[src/rtl/id_ex_pipe_reg_pkg.sv]
// ============================================================================
// Module      : id_ex_pipe_reg_pkg
// Description : Shared constants and helpers for the ID/EX pipeline register.
// Revision    : 1.0 - initial release
// ============================================================================
`default_nettype none

package id_ex_pipe_reg_pkg;

    // Bit positions inside the one-hot forwarding select
    localparam int FORWARD_NO_COLLISION     = 0;
    localparam int FORWARD_COLLISION_IN_MEM = 1;
    localparam int FORWARD_COLLISION_IN_WB  = 2;

    localparam logic [1:0] ALU_SEL_REG    = 2'd0;
    localparam logic [1:0] ALU_SEL_PC_IMM = 2'd1;
    localparam logic [1:0] ALU_SEL_ZERO   = 2'd2;

    typedef logic [2:0] fwd_sel_t;

    localparam fwd_sel_t FWD_SEL_RESET = 3'b001;

    // The younger producer (the instruction about to enter MEM) wins over WB
    function automatic fwd_sel_t fwd_onehot(input logic hit_mem, input logic hit_wb);
        fwd_sel_t sel;
        sel = '0;
        if (hit_mem) begin
            sel[FORWARD_COLLISION_IN_MEM] = 1'b1;
        end else if (hit_wb) begin
            sel[FORWARD_COLLISION_IN_WB] = 1'b1;
        end else begin
            sel[FORWARD_NO_COLLISION] = 1'b1;
        end
        return sel;
    endfunction

endpackage

`default_nettype wire

[src/rtl/id_ex_pipe_reg_fwd_select_reg.sv]
// ============================================================================
// Module      : fwd_select_reg
// Description : Per-operand forwarding select and held register-file operand.
// Revision    : 1.0 - initial release
// ============================================================================
`default_nettype none

module fwd_select_reg
    import id_ex_pipe_reg_pkg::*;
#(
    parameter int DATA_WIDTH     = 32,
    parameter int REG_ADDR_WIDTH = 5
) (
    input  logic                      clk,
    input  logic                      rst,
    input  logic                      i_stall,
    input  logic                      i_flush,
    input  logic [REG_ADDR_WIDTH-1:0] i_rs,
    input  logic [DATA_WIDTH-1:0]     i_rd_data,
    input  logic [REG_ADDR_WIDTH-1:0] i_rd_ex,
    input  logic                      i_reg_write_ex,
    input  logic [REG_ADDR_WIDTH-1:0] i_rd_mem,
    input  logic                      i_reg_write_mem,
    input  logic [DATA_WIDTH-1:0]     i_result_wb,
    output logic [2:0]                o_fwd_sel,
    output logic [DATA_WIDTH-1:0]     o_rd_data
);

    fwd_sel_t              r_sel_q;
    fwd_sel_t              w_sel_d;
    logic [DATA_WIDTH-1:0] r_data_q;
    logic [DATA_WIDTH-1:0] w_data_d;
    logic                  w_hit_ex;
    logic                  w_hit_mem;

    // A nonzero rd never matches rs==0, so x0 always resolves to NONE
    assign w_hit_ex  = i_reg_write_ex  && (i_rd_ex  != '0) && (i_rd_ex  == i_rs);
    assign w_hit_mem = i_reg_write_mem && (i_rd_mem != '0) && (i_rd_mem == i_rs);

    always_comb begin
        w_sel_d  = r_sel_q;
        w_data_d = r_data_q;
        if (i_flush) begin
            w_sel_d  = FWD_SEL_RESET;
            w_data_d = '0;
        end else if (i_stall) begin
            // Downstream keeps moving under a stall: MEM ages to WB, WB retires
            w_sel_d = '0;
            w_sel_d[FORWARD_COLLISION_IN_WB] = r_sel_q[FORWARD_COLLISION_IN_MEM];
            w_sel_d[FORWARD_NO_COLLISION]    = ~r_sel_q[FORWARD_COLLISION_IN_MEM];
            if (r_sel_q[FORWARD_COLLISION_IN_WB]) begin
                w_data_d = i_result_wb;
            end
        end else begin
            w_sel_d  = fwd_onehot(w_hit_ex, w_hit_mem);
            w_data_d = i_rd_data;
        end
    end

    always_ff @(posedge clk) begin
        if (rst) begin
            r_sel_q  <= FWD_SEL_RESET;
            r_data_q <= '0;
        end else begin
            r_sel_q  <= w_sel_d;
            r_data_q <= w_data_d;
        end
    end

    assign o_fwd_sel = r_sel_q;
    assign o_rd_data = r_data_q;

endmodule

`default_nettype wire

[src/rtl/id_ex_pipe_reg.sv]
// ============================================================================
// Module      : id_ex_pipe_reg
// Description : ID/EX pipeline register with precomputed forwarding selects.
// Revision    : 1.0 - initial release
// ============================================================================
`default_nettype none

module id_ex_pipe_reg
    import id_ex_pipe_reg_pkg::*;
#(
    parameter int DATA_WIDTH     = 32,
    parameter int REG_ADDR_WIDTH = 5
) (
    input  logic                      clk,
    input  logic                      rst,
    input  logic                      stall_ID_EX,
    input  logic                      flush_ID_EX,
    input  logic [DATA_WIDTH-1:0]     PC_IF_ID_o,
    input  logic [DATA_WIDTH-1:0]     RD1D,
    input  logic [DATA_WIDTH-1:0]     RD2D,
    input  logic [DATA_WIDTH-1:0]     imm_ID,
    input  logic [REG_ADDR_WIDTH-1:0] rs1_ID,
    input  logic [REG_ADDR_WIDTH-1:0] rs2_ID,
    input  logic [REG_ADDR_WIDTH-1:0] rd_ID,
    input  logic [1:0]                alu_sel_rs1_ID,
    input  logic [1:0]                alu_sel_rs2_ID,
    input  logic [3:0]                alu_ctrl_ID,
    input  logic                      reg_write_ID,
    input  logic                      mem_read_ID,
    input  logic                      mem_write_ID,
    input  logic [1:0]                result_src_ID,
    input  logic                      valid_ID,
    input  logic [REG_ADDR_WIDTH-1:0] rd_EX_MEM_o,
    input  logic                      reg_write_EX_MEM_o,
    input  logic [DATA_WIDTH-1:0]     result_WB,
    output logic [DATA_WIDTH-1:0]     PC_ID_EX_o,
    output logic [DATA_WIDTH-1:0]     RD1D_ID_EX_o,
    output logic [DATA_WIDTH-1:0]     RD2D_ID_EX_o,
    output logic [DATA_WIDTH-1:0]     imm_ID_EX_o,
    output logic [REG_ADDR_WIDTH-1:0] rs1_ID_EX_o,
    output logic [REG_ADDR_WIDTH-1:0] rs2_ID_EX_o,
    output logic [REG_ADDR_WIDTH-1:0] rd_ID_EX_o,
    output logic [1:0]                alu_sel_rs1_ID_EX_o,
    output logic [1:0]                alu_sel_rs2_ID_EX_o,
    output logic [3:0]                alu_ctrl_ID_EX_o,
    output logic                      reg_write_ID_EX_o,
    output logic                      mem_read_ID_EX_o,
    output logic                      mem_write_ID_EX_o,
    output logic                      valid_ID_EX_o,
    output logic [1:0]                result_src_ID_EX_o,
    output logic [2:0]                forward_detect_EX_rs1,
    output logic [2:0]                forward_detect_EX_rs2
);

    logic [DATA_WIDTH-1:0]     r_pc_q,        w_pc_d;
    logic [DATA_WIDTH-1:0]     r_imm_q,       w_imm_d;
    logic [REG_ADDR_WIDTH-1:0] r_rs1_q,       w_rs1_d;
    logic [REG_ADDR_WIDTH-1:0] r_rs2_q,       w_rs2_d;
    logic [REG_ADDR_WIDTH-1:0] r_rd_q,        w_rd_d;
    logic [1:0]                r_alu_sel1_q,  w_alu_sel1_d;
    logic [1:0]                r_alu_sel2_q,  w_alu_sel2_d;
    logic [3:0]                r_alu_ctrl_q,  w_alu_ctrl_d;
    logic                      r_reg_write_q, w_reg_write_d;
    logic                      r_mem_read_q,  w_mem_read_d;
    logic                      r_mem_write_q, w_mem_write_d;
    logic [1:0]                r_res_src_q,   w_res_src_d;
    logic                      r_valid_q,     w_valid_d;

    always_comb begin
        w_pc_d        = r_pc_q;
        w_imm_d       = r_imm_q;
        w_rs1_d       = r_rs1_q;
        w_rs2_d       = r_rs2_q;
        w_rd_d        = r_rd_q;
        w_alu_sel1_d  = r_alu_sel1_q;
        w_alu_sel2_d  = r_alu_sel2_q;
        w_alu_ctrl_d  = r_alu_ctrl_q;
        w_reg_write_d = r_reg_write_q;
        w_mem_read_d  = r_mem_read_q;
        w_mem_write_d = r_mem_write_q;
        w_res_src_d   = r_res_src_q;
        w_valid_d     = r_valid_q;
        if (flush_ID_EX) begin
            w_pc_d        = '0;
            w_imm_d       = '0;
            w_rs1_d       = '0;
            w_rs2_d       = '0;
            w_rd_d        = '0;
            w_alu_sel1_d  = ALU_SEL_REG;
            w_alu_sel2_d  = ALU_SEL_REG;
            w_alu_ctrl_d  = '0;
            w_reg_write_d = 1'b0;
            w_mem_read_d  = 1'b0;
            w_mem_write_d = 1'b0;
            w_res_src_d   = '0;
            w_valid_d     = 1'b0;
        end else if (!stall_ID_EX) begin
            w_pc_d        = PC_IF_ID_o;
            w_imm_d       = imm_ID;
            w_rs1_d       = rs1_ID;
            w_rs2_d       = rs2_ID;
            w_rd_d        = rd_ID;
            w_alu_sel1_d  = alu_sel_rs1_ID;
            w_alu_sel2_d  = alu_sel_rs2_ID;
            w_alu_ctrl_d  = alu_ctrl_ID;
            w_reg_write_d = reg_write_ID;
            w_mem_read_d  = mem_read_ID;
            w_mem_write_d = mem_write_ID;
            w_res_src_d   = result_src_ID;
            w_valid_d     = valid_ID;
        end
    end

    always_ff @(posedge clk) begin
        if (rst) begin
            r_pc_q        <= '0;
            r_imm_q       <= '0;
            r_rs1_q       <= '0;
            r_rs2_q       <= '0;
            r_rd_q        <= '0;
            r_alu_sel1_q  <= '0;
            r_alu_sel2_q  <= '0;
            r_alu_ctrl_q  <= '0;
            r_reg_write_q <= 1'b0;
            r_mem_read_q  <= 1'b0;
            r_mem_write_q <= 1'b0;
            r_res_src_q   <= '0;
            r_valid_q     <= 1'b0;
        end else begin
            r_pc_q        <= w_pc_d;
            r_imm_q       <= w_imm_d;
            r_rs1_q       <= w_rs1_d;
            r_rs2_q       <= w_rs2_d;
            r_rd_q        <= w_rd_d;
            r_alu_sel1_q  <= w_alu_sel1_d;
            r_alu_sel2_q  <= w_alu_sel2_d;
            r_alu_ctrl_q  <= w_alu_ctrl_d;
            r_reg_write_q <= w_reg_write_d;
            r_mem_read_q  <= w_mem_read_d;
            r_mem_write_q <= w_mem_write_d;
            r_res_src_q   <= w_res_src_d;
            r_valid_q     <= w_valid_d;
        end
    end

    // The instruction now in EX is the one that will sit in MEM next cycle
    fwd_select_reg #(
        .DATA_WIDTH     (DATA_WIDTH),
        .REG_ADDR_WIDTH (REG_ADDR_WIDTH)
    ) u_fwd_rs1 (
        .clk             (clk),
        .rst             (rst),
        .i_stall         (stall_ID_EX),
        .i_flush         (flush_ID_EX),
        .i_rs            (rs1_ID),
        .i_rd_data       (RD1D),
        .i_rd_ex         (r_rd_q),
        .i_reg_write_ex  (r_reg_write_q),
        .i_rd_mem        (rd_EX_MEM_o),
        .i_reg_write_mem (reg_write_EX_MEM_o),
        .i_result_wb     (result_WB),
        .o_fwd_sel       (forward_detect_EX_rs1),
        .o_rd_data       (RD1D_ID_EX_o)
    );

    fwd_select_reg #(
        .DATA_WIDTH     (DATA_WIDTH),
        .REG_ADDR_WIDTH (REG_ADDR_WIDTH)
    ) u_fwd_rs2 (
        .clk             (clk),
        .rst             (rst),
        .i_stall         (stall_ID_EX),
        .i_flush         (flush_ID_EX),
        .i_rs            (rs2_ID),
        .i_rd_data       (RD2D),
        .i_rd_ex         (r_rd_q),
        .i_reg_write_ex  (r_reg_write_q),
        .i_rd_mem        (rd_EX_MEM_o),
        .i_reg_write_mem (reg_write_EX_MEM_o),
        .i_result_wb     (result_WB),
        .o_fwd_sel       (forward_detect_EX_rs2),
        .o_rd_data       (RD2D_ID_EX_o)
    );

    assign PC_ID_EX_o          = r_pc_q;
    assign imm_ID_EX_o         = r_imm_q;
    assign rs1_ID_EX_o         = r_rs1_q;
    assign rs2_ID_EX_o         = r_rs2_q;
    assign rd_ID_EX_o          = r_rd_q;
    assign alu_sel_rs1_ID_EX_o = r_alu_sel1_q;
    assign alu_sel_rs2_ID_EX_o = r_alu_sel2_q;
    assign alu_ctrl_ID_EX_o    = r_alu_ctrl_q;
    assign reg_write_ID_EX_o   = r_reg_write_q;
    assign mem_read_ID_EX_o    = r_mem_read_q;
    assign mem_write_ID_EX_o   = r_mem_write_q;
    assign result_src_ID_EX_o  = r_res_src_q;
    assign valid_ID_EX_o       = r_valid_q;

endmodule

`default_nettype wire

[config.mk]
export PLATFORM = sky130hd
export DESIGN_NAME = id_ex_pipe_reg
export DESIGN_NICKNAME = d
export VERILOG_FILES = /design/src/rtl/id_ex_pipe_reg_pkg.sv /design/src/rtl/id_ex_pipe_reg_fwd_select_reg.sv /design/src/rtl/id_ex_pipe_reg.sv
export SDC_FILE = /design/constraint.sdc
export NUM_CORES = 1
export LEC_CHECK = 0
export CAP_MARGIN = 20
export CORE_AREA = 2 2 140 142
export DETAILED_ROUTE_END_ITERATION = 12
export DIE_AREA = 0 0 142 144
export PLACE_DENSITY_LB_ADDON = 0.3
export SYNTH_ARGS = -nofsm -noshare
export SYNTH_HDL_FRONTEND = slang
export SYNTH_SLANG_ARGS = --single-unit
export TNS_END_PERCENT = 100
[constraint.sdc]
create_clock -name clk -period 1.8 [get_ports clk]
set_input_delay 0.45 -clock clk [delete_from_list [all_inputs] [get_ports clk]]
set_output_delay 0.45 -clock clk [all_outputs]
set_load 0.01 [all_outputs]
==> run metrics <==
outcome=finished, final reports clean; Rows=between 50 and 60; Least-Margin Pin Slew=between 0.6 and 0.7 ns; FF+latch count, synth=around 160; sequential share of the synthesized area=50.3%; WP data required=1.35 ns; CP cell instances=clkdlybuf4s50_1; area grow syn2layout=72.9%; Final setup violation count=0; I/O pins=362; vias in the first global route=5,887; P_leak=5.18 nW; Slowest-stage cell, CP=clkdlybuf4s50_1; Period minus WS final=1.77 ns; Die Wd=142 um; worst slack, placed=-0.311 ns; HP Class=in2reg; area of the core=0.0191 sq mm; Fin Hold WS=0.465 ns; DR WL/cell=17.2 um; Mapped Nets=~840; CP max stage delay=0.56 ns; Setup crit start kind=flip-flop; antenna diode instance count=0; Worst-path clk slew=about 0.070 ns; final worst setup slack=0.0288 ns; layout cells sized above 1=7.18%; Worst slew margin=59.1%; CP arrival=1.32 ns; final max-slew violation count=0; CTS Sinks=163; f_max=0.565 GHz; WL final=approximately 22,000 um; Clock Path Buffers=2; Worst VDD drop=approximately 0.00059 V; initial antenna violation count=0; initial core utilization=34.0%; CTS H-tree depth=4; total gr overflow=0; family with the most delay on the worst path=buffers and inverters; Ys Warns=0; Num CTS Buffers=17; Pwr Total=8.56 mW; Cell variety after synth=23; Clock Skew=0.00641 ns; max cap viols=0; syn avg cell area=10.1 sq um; Vias per Instance=about 4.8; fin crit share=98.4%; # nets final=1,203; Port-buffer cells=361; most frequent cells in the layout=clkdlybuf4s50_1 (284), dfxtp_1 (161), nor2_1 (159), mux2i_1 (157), a211oi_1 (64); DRC violations left=0; Synth Instances=around 640; Final Util=58.7%; antenna-violating nets left=0; dominant cell type by area after synthesis=dfxtp_1; PD cells=764 mW/mm^2; commonest non-fill, non-tap cell in the layout=clkdlybuf4s50_1; Detailed Routing Iterations Pass 1=4; Crit Path Class=reg2out; root buffer cell=clkbuf_16; synth top area cells=dfxtp_1 (50%), mux2i_1 (24%), nor2_1 (9.2%); total number of vias=5,972; post-CTS setup buffers=0; crit path max fanout=2; total die area=0.0204 sq mm; crit path buf inv count=1; first-pass GRT wire length=32,300 um; largest net degree at the start of global routing=60; global placement routability congestion=0.781; setup tns final=0 ns; clk_lat worst skew=0.41 ns; Syn Std Cell Area=0.00648 sq mm; Hold Fails Final Rpt=0; crit path capture type=output pin; TritonCTS clock tree=done; starting DRC count in detailed routing=207; top cell type's share of synthesized area=50.3%; die height=~140 um; Tot GR Track Use=between 20% and 30%; hpwl dp=15,900 um
==> path summary, 6_finish.rpt <==
check | startpoint | end | slack (ns) | cells past startpoint
max reg2reg | rd_ID_EX_o[0]$_SDFFE_PP0N_ | u_fwd_rs1.o_fwd_sel[0]$_SDFF_PP1_ | 0.19 | 5
min reg2reg | rs1_ID_EX_o[4]$_SDFFE_PP0N_ | rs1_ID_EX_o[4]$_SDFFE_PP0N_ | 0.49 | 2
max | imm_ID_EX_o[19]$_SDFFE_PP0N_ | imm_ID_EX_o[19] | 0.03 | 1
min | stall_ID_EX | u_fwd_rs1.o_rd_data[20]$_SDFFE_PP0P_ | 0.46 | 3
==> flip-flops by register name (all words and copies together), names as in the netlist <==
name	cells
alu_sel_rs1_ID_EX_o	2
u_fwd_rs2.o_fwd_sel	3
alu_sel_rs2_ID_EX_o	2
imm_ID_EX_o	32
PC_ID_EX_o	32
reg_write_ID_EX_o	1
u_fwd_rs1.o_fwd_sel	3
u_fwd_rs2.o_rd_data	32
mem_read_ID_EX_o	1
mem_write_ID_EX_o	1
alu_ctrl_ID_EX_o	4
rs2_ID_EX_o	5
result_src_ID_EX_o	2
rd_ID_EX_o	5
u_fwd_rs1.o_rd_data	32
rs1_ID_EX_o	5
valid_ID_EX_o	1
==> power by group <==
part | internal [mW] | switching, mW | total [mW]
combinational | 0.827 | 0.524 | 1.35
clock | 1.81 | 1.60 | 3.41
sequential | 3.74 | 0.0653 | 3.80
total | 6.37 | 2.19 | 8.56
==> cells in the mapped netlist, drive strengths merged <==
| cell | number |
|---|---|
| nand3 | 4 |
| nand2 | 2 |
| dfxtp | 163 |
| nand4 | 2 |
| o311ai | 2 |
| buf | 27 |
| nor3b | 2 |
| nor4 | 2 |
| mux2i | 157 |
| nor3 | 2 |
| a211oi | 64 |
| o31ai | 2 |
| or4 | 2 |
| nor2 | 159 |
| nand2b | 2 |
| xnor2 | 16 |
| or3 | 3 |
| o21ai | 1 |
| xor2 | 4 |
| clkbuf | 25 |
| or2 | 1 |
==> through the flow <==
| step | instance area (sq um) | cells |
|---|---|---|
| floorplan | 6480 | 642 |
| global placement | 10500 | 1223 |
| detailed placement | 10500 | 1223 |
| CTS | 11100 | 1255 |
| global route | 11200 | 1255 |
| finish | 11200 | 1255 |
==> final cells by class <==
cell class,count,area (sq um)
Tap cell,238,298
Timing Repair Buffer,395,4090
Fill cell,1673,7870
Multi-Input combinational cell,427,3010
Sequential cell,163,3270
Clock buffer,18,429
Clock inverter,14,119
==> layer usage <==
layer  share of wire [%]  up-vias  wire length (um)  global-route usage [%]
met5                   0        -                 0                       0
met4                 1.2        0               257                    5.16
met3                 9.5       19              2050                    7.55
met1                  41     2749              8810                    24.2
met2                  48      248             10400                    34.6
li1                    -     2956                 -                       -
==> kinds of logic (layout without fill, tap and decap cells) <==
kind of cell | count (synthesis) | count (layout) | synth area share (%)
flip-flops | 163 | 163 | 50.3
AND/OR/NAND/NOR | 181 | 181 | 11.3
XOR/XNOR | 20 | 20 | 2.70
multiplexers | 157 | 157 | 24.2
AO/OA/AOI/OAI | 69 | 69 | 8.05
buffers and inverters | 52 | 427 | 3.44
==> repair_timing <==
item	4_1_cts	5_1_grt
hold buffers	0	0
gates resized for setup	21	57
pin swaps	0	2
hold endpoints to repair	0	0
endpoints found under the setup margin	21	54
cloned	0	0
(Power assumes the default switching activity.)
